## config.mk

```make
export PLATFORM = sky130hd
export DESIGN_NAME = pixel_pair_packer
export DESIGN_NICKNAME = d
export VERILOG_FILES = /design/src/rtl/dwt97_pkg.sv /design/src/rtl/pixel_pair_packer.sv
export SDC_FILE = /design/constraint.sdc
export NUM_CORES = 1
export LEC_CHECK = 0
export BUFFER_PORTS_ARGS = -buffer_cell sky130_fd_sc_hd__buf_4
export CORE_MARGIN = 5
export CORE_UTILIZATION = 30
export CTS_BUF_LIST = sky130_fd_sc_hd__clkbuf_8
export CTS_CLUSTER_SIZE = 20
export DETAILED_ROUTE_END_ITERATION = 12
export GPL_ROUTABILITY_DRIVEN = 0
export PLACE_DENSITY = 0.62
export SYNTH_ARGS = -nofsm -noshare
export SYNTH_HDL_FRONTEND = slang
export SYNTH_SLANG_ARGS = --single-unit
```

## constraint.sdc

```tcl
create_clock -name clk_i -period 1.8 [get_ports clk_i]
set_input_delay 0.18 -clock clk_i [delete_from_list [all_inputs] [get_ports clk_i]]
set_output_delay 0.18 -clock clk_i [all_outputs]
set_load 0.02 [all_outputs]
```

## src/rtl/dwt97_pkg.sv

```systemverilog
// Shared types and helpers for the 9/7 DWT front end: pair-packer state and
// the JPEG2000 DC level shift into DWT fixed point.
package dwt97_pkg;

    typedef enum logic {
        EVEN = 1'b0,
        ODD  = 1'b1
    } pack_state_t;

    localparam int PIXEL_WIDTH = 8;
    localparam int DATA_WIDTH  = 16;
    localparam int IN_SHIFT    = 4;
    localparam int DC_OFFSET   = 1 << (PIXEL_WIDTH - 1);

    // Centre an unsigned pixel on zero, then scale it into the DWT fixed point.
    function automatic int level_shift(input int pix,
                                       input int offset   = DC_OFFSET,
                                       input int in_shift = IN_SHIFT);
        return (pix - offset) <<< in_shift;
    endfunction

endpackage

```

## src/rtl/pixel_pair_packer.sv

```systemverilog
// Level-shifts a raster pixel stream and packs it into {odd, even} sample pairs
// for the DWT, padding odd-length rows by symmetric extension.
module pixel_pair_packer
    import dwt97_pkg::*;
#(
    parameter int PixelWidth = PIXEL_WIDTH,
    parameter int DataWidth  = DATA_WIDTH,
    parameter int InShift    = IN_SHIFT
) (
    input  logic                   clk_i,
    input  logic                   rst_i,
    output logic                   s_ready_o,
    input  logic                   s_valid_i,
    input  logic                   s_sof_i,
    input  logic                   s_eol_i,
    input  logic [PixelWidth-1:0]  s_data_i,
    input  logic                   m_ready_i,
    output logic                   m_valid_o,
    output logic                   m_sof_o,
    output logic                   m_eol_o,
    output logic [2*DataWidth-1:0] m_data_o
);

    if (PixelWidth + InShift > DataWidth) begin : g_width_check
        $error("pixel_pair_packer: PixelWidth + InShift exceeds DataWidth");
    end

    localparam int DcOffset = 1 << (PixelWidth - 1);

    pack_state_t                  state_q, state_d;
    logic signed [DataWidth-1:0]  even_q, even_d;
    logic                         even_sof_q, even_sof_d;
    logic signed [DataWidth-1:0]  last_odd_q, last_odd_d;
    logic                         row_first_q, row_first_d;

    logic                         load;
    logic [2*DataWidth-1:0]       pair_data;
    logic                         pair_sof;
    logic                         pair_eol;

    logic                         accept;
    logic signed [DataWidth-1:0]  conv;
    logic signed [DataWidth-1:0]  pad;

    assign s_ready_o = !m_valid_o || m_ready_i;
    assign accept    = s_valid_i && s_ready_o;
    assign conv      = DataWidth'(level_shift(int'(s_data_i), DcOffset, InShift));
    // A 1-pixel row (including one opened by sof) mirrors onto itself.
    assign pad       = (row_first_q || s_sof_i) ? conv : last_odd_q;

    always_comb begin
        // NOTE: every output of this block gets a default first, so no path can infer a latch.
        state_d     = state_q;
        even_d      = even_q;
        even_sof_d  = even_sof_q;
        last_odd_d  = last_odd_q;
        row_first_d = row_first_q;
        load        = 1'b0;
        pair_data   = '0;
        pair_sof    = 1'b0;
        pair_eol    = 1'b0;

        if (accept) begin
            // sof while an even is held is a resync: drop it and start afresh.
            if (state_q == EVEN || s_sof_i) begin
                if (s_eol_i) begin
                    load        = 1'b1;
                    pair_data   = {pad, conv};
                    pair_sof    = s_sof_i;
                    pair_eol    = 1'b1;
                    state_d     = EVEN;
                    row_first_d = 1'b1;
                end else begin
                    even_d      = conv;
                    even_sof_d  = s_sof_i;
                    state_d     = ODD;
                end
            end else begin
                load        = 1'b1;
                pair_data   = {conv, even_q};
                pair_sof    = even_sof_q;
                pair_eol    = s_eol_i;
                last_odd_d  = conv;
                row_first_d = s_eol_i;
                state_d     = EVEN;
            end
        end
    end

    always_ff @(posedge clk_i) begin
        // NOTE: state registers use non-blocking assignments so every flop samples pre-edge values.
        if (rst_i) begin
            state_q     <= EVEN;
            even_q      <= '0;
            even_sof_q  <= 1'b0;
            last_odd_q  <= '0;
            row_first_q <= 1'b1;
        end else begin
            state_q     <= state_d;
            even_q      <= even_d;
            even_sof_q  <= even_sof_d;
            last_odd_q  <= last_odd_d;
            row_first_q <= row_first_d;
        end
    end

    always_ff @(posedge clk_i) begin
        if (rst_i) begin
            m_valid_o <= 1'b0;
            m_sof_o   <= 1'b0;
            m_eol_o   <= 1'b0;
            m_data_o  <= '0;
        end else if (load) begin
            m_valid_o <= 1'b1;
            m_sof_o   <= pair_sof;
            m_eol_o   <= pair_eol;
            m_data_o  <= pair_data;
        end else if (m_ready_i) begin
            m_valid_o <= 1'b0;
        end
    end

endmodule

```

==> impl_metrics.csv <==
group,metric,value,unit
routing,postRouteAntennaNets,0,
routing,viasPerCell,4.42,
floorplan,core-area,5410,µm²
routing,post-route-drc-count,0,
global_routing,grt_pass1_vias,1274,
clocking,cts_tree,"built",
global_routing,grt-ovfl-total,0,
synth,syn-instance-count,180,
pwr,seqPwrFrac,43.7,%
pwr,p_int,1.57,mW
timing,setup_viol,0,
routing,firstDrtPassIters,4,
critical_path,crit_type,"register to register",
layout,nNetsFinal,238,
layout,diodes,0,
critical_path,crit_chain,"or4b_1 > or4_4 > nor2_1 > a221o_1",
routing,wl_met3,186,µm
timing,slew_violations,0,
floorplan,fp-row-count,27,
timing,fmax,617,MHz
timing,skew,0.00469,ns
timing,holdWs,0.0868,ns
routing,wl_met2,1820,µm
clocking,numCtsBuffers,5,
placed_design,dpl.hpwl,2700,µm
layout,fill_cells,555,
layout,multi_input_area,714,µm²
critical_path,crit_path_end_kind,"register",
floorplan,die_width,84.0,µm
pwr,switchingPower,509,µW
floorplan,num_io_pins,50,
pwr,pwr-share-comb,14.8,%
timing,relSlewSlack,58.3,%
floorplan,die_h,84.0,µm
timing,min_period_over_period,90.1,%
pwr,clkPwrFrac,41.5,%
timing,hold_viol_final,0,
pwr,power_density,962,nW/µm²
clocking,clk_latency,0.29,ns
pwr,ir_drop,0.545,mV
pwr,p_leak,0.924,nW
clocking,cts_sinks,38,
floorplan,start_util,30.4,%
floorplan,die_area,7060,µm²
timing,grt_setup_unrepaired,"false",
layout,synthToLayoutAreaGrowth,31.7,%
critical_path,worst-endpoint-required,2.03,ns
critical_path,cp_slowest_stage_delay,0.53,ns
routing,met1_length,1830,µm
global_routing,grt_pass1_wl,6470,µm
pwr,p_sw_share,24.5,%
routing,drt_iter0_markers,49,
critical_path,path_max_fanout,7,
synth,synth_area,1640,µm²
global_routing,grt_usage,11.3,%
flow_run,drv_cap,0,
routing,top_layer,"met4",
layout,area.sequential,761,µm²
run_status,status,"finished clean",
placed_design,numPortBuffers,41,
timing,finalSetupTns,0,ns
critical_path,worstSetupStartpointType,"register",
routing,wl_per_cell,13.0,µm
global_routing,grt_max_degree,17,
timing,post-route-min-period,1.62,ns
clocking,cts.clk_slew.worst_paths,0.08,ns
clocking,cts-htree-levels,2,
critical_path,cp_slowest_cell,"or4b_1",
synth,yosys_warnings,0,
clocking,cts-root-buf,"clkbuf_8",
clocking,cts_buffer_depth,2,
synth,postSynthAreaPerCell,9.13,µm²
synth,synth_cell_type_count,30,
timing,tightestPinTransition,0.626,ns
global_routing,antenna_found_initial,0,
layout,drive_gt1_share,30.7,%
routing,num_vias,1314,
clocking,cts_setup_buffers,0,
min_path,hold_class,"input port to register",
critical_path,arrival,1.85,ns
synth,yosysSeqAreaShare,46.3,%
synth,synth-seq-cells,38,
routing,wirelength,3860,µm
[per-stage QoR]
step,instance area (µm²),util [%],setup WS [ns],cells,power (mW)
finish,2160,40.0,0.179,297,2.08
global route,2160,40.0,0.0519,297,2.17
CTS,2160,39.9,0.0551,297,2.10
detailed placement,2020,37.3,0.00335,289,1.24
global placement,2020,37.3,0.0208,289,1.23
floorplan,1670,-,0.144,187,1.13
[what timing repair did]
item	CTS	global route
hold buffers	0	0
gates resized for setup	1	2
cloned	0	0
pin swaps	0	0
endpoints found under the setup margin	13	7
[worst max-delay path: cells and delay by family, from the launching register on]
family / cells / cell delay (ns)
flops: 1 / 0.32
compound gates: 1 / 0.12
simple gates: 3 / 1.13
[per-layer routing]
layer,track usage (%),up-vias
met4,4.39,0
met3,3.95,2
li1,-,693
met2,17.0,29
met1,14.9,590
met5,0,-
[final cells by class]
type | instances | area share, %
Sequential cell | 38 | 35.1
Timing Repair Buffer | 56 | 19.4
Clock buffer | 5 | 3.18
Multi-Input combinational cell | 112 | 33.0
Inverter | 11 | 1.91
Clock inverter | 3 | 3.18
Tap cell | 72 | 4.16
[power by group through the flow]
stage / logic [mW] / clock network (mW) / registers [mW]
3_5_place_dp: 0.307 / 0 / 0.929
3_3_place_gp: 0.304 / 0 / 0.929
2_1_floorplan: 0.170 / 0 / 0.957
4_1_cts: 0.308 / 0.886 / 0.910
5_1_grt: 0.337 / 0.919 / 0.916
6_report: 0.309 / 0.863 / 0.910
[path summary, 6_finish.rpt]
path / endpoint / slack [ns] / depth (start not counted) / start
setup reg to reg: m_data_o[25] / 0.18 / 4 / row_first_q
hold reg to reg: last_odd_q[9] / 0.46 / 2 / last_odd_q[9]
hold / removal: even_q[14] / 0.09 / 2 / s_data_i[7]
setup / recovery: m_data_o[25] / 0.18 / 4 / row_first_q
[placed cells by master (no fill, tap or decap), types with 2 or more instances in the layout]
cell type,instances
buf_4,56
clkbuf_8,5
and2_1,5
dfxtp_1,38
conb_1,8
a21oi_1,6
inv_1,11
bufinv_16,2
a221o_1,14
or3_1,3
nor2b_1,2
nor2_1,25
nand2_1,6
a211oi_2,2
nand3_1,7
mux2i_1,11
o21ai_0,6
a211oi_1,4
[logic make-up (layout without fill, tap and decap cells)]
logic type             count (synthesis)  after routing  share of synthesized area [%]
DFF                                   38             38                           46.3
other                                  1              8                          0.228
buffers and inverters                 37             75                           12.9
muxes                                 11             11                           6.70
AOI/OAI and AO/OA                     38             38                           18.1
and+or+nand+nor                       55             55                           15.8
[sequential cells by signal, indices dropped and copies added, names as in the netlist]
signal       cells
even_q           8
m_sof_o          1
row_first_q      1
even_sof_q       1
m_valid_o        1
last_odd_q       8
m_eol_o          1
m_data_o        16
state_q          1
[cells in the mapped netlist, drive strengths merged]
library cell | number | area share, %
a211oi | 6 | 3.0
a21oi | 6 | 1.8
a221o | 14 | 8.5
a22oi | 1 | 0.46
a311oi | 1 | 0.53
a31oi | 1 | 0.38
and2 | 5 | 1.9
buf | 22 | 9.5
clkbuf | 4 | 0.91
conb | 1 | 0.23
dfxtp | 38 | 46
inv | 11 | 2.5
mux2i | 11 | 6.7
nand2 | 6 | 1.4
nand2b | 1 | 0.38
nand3 | 7 | 2.1
nor2 | 26 | 5.9
nor2b | 2 | 0.76
nor3 | 1 | 0.30
nor4 | 2 | 0.76
o21a | 1 | 0.46
o21ai | 6 | 1.8
o311a | 1 | 0.61
o31ai | 1 | 0.46
or3 | 3 | 1.1
or4 | 1 | 0.46
or4b | 1 | 0.61
Note: power is estimated with default switching activity, not from simulation.
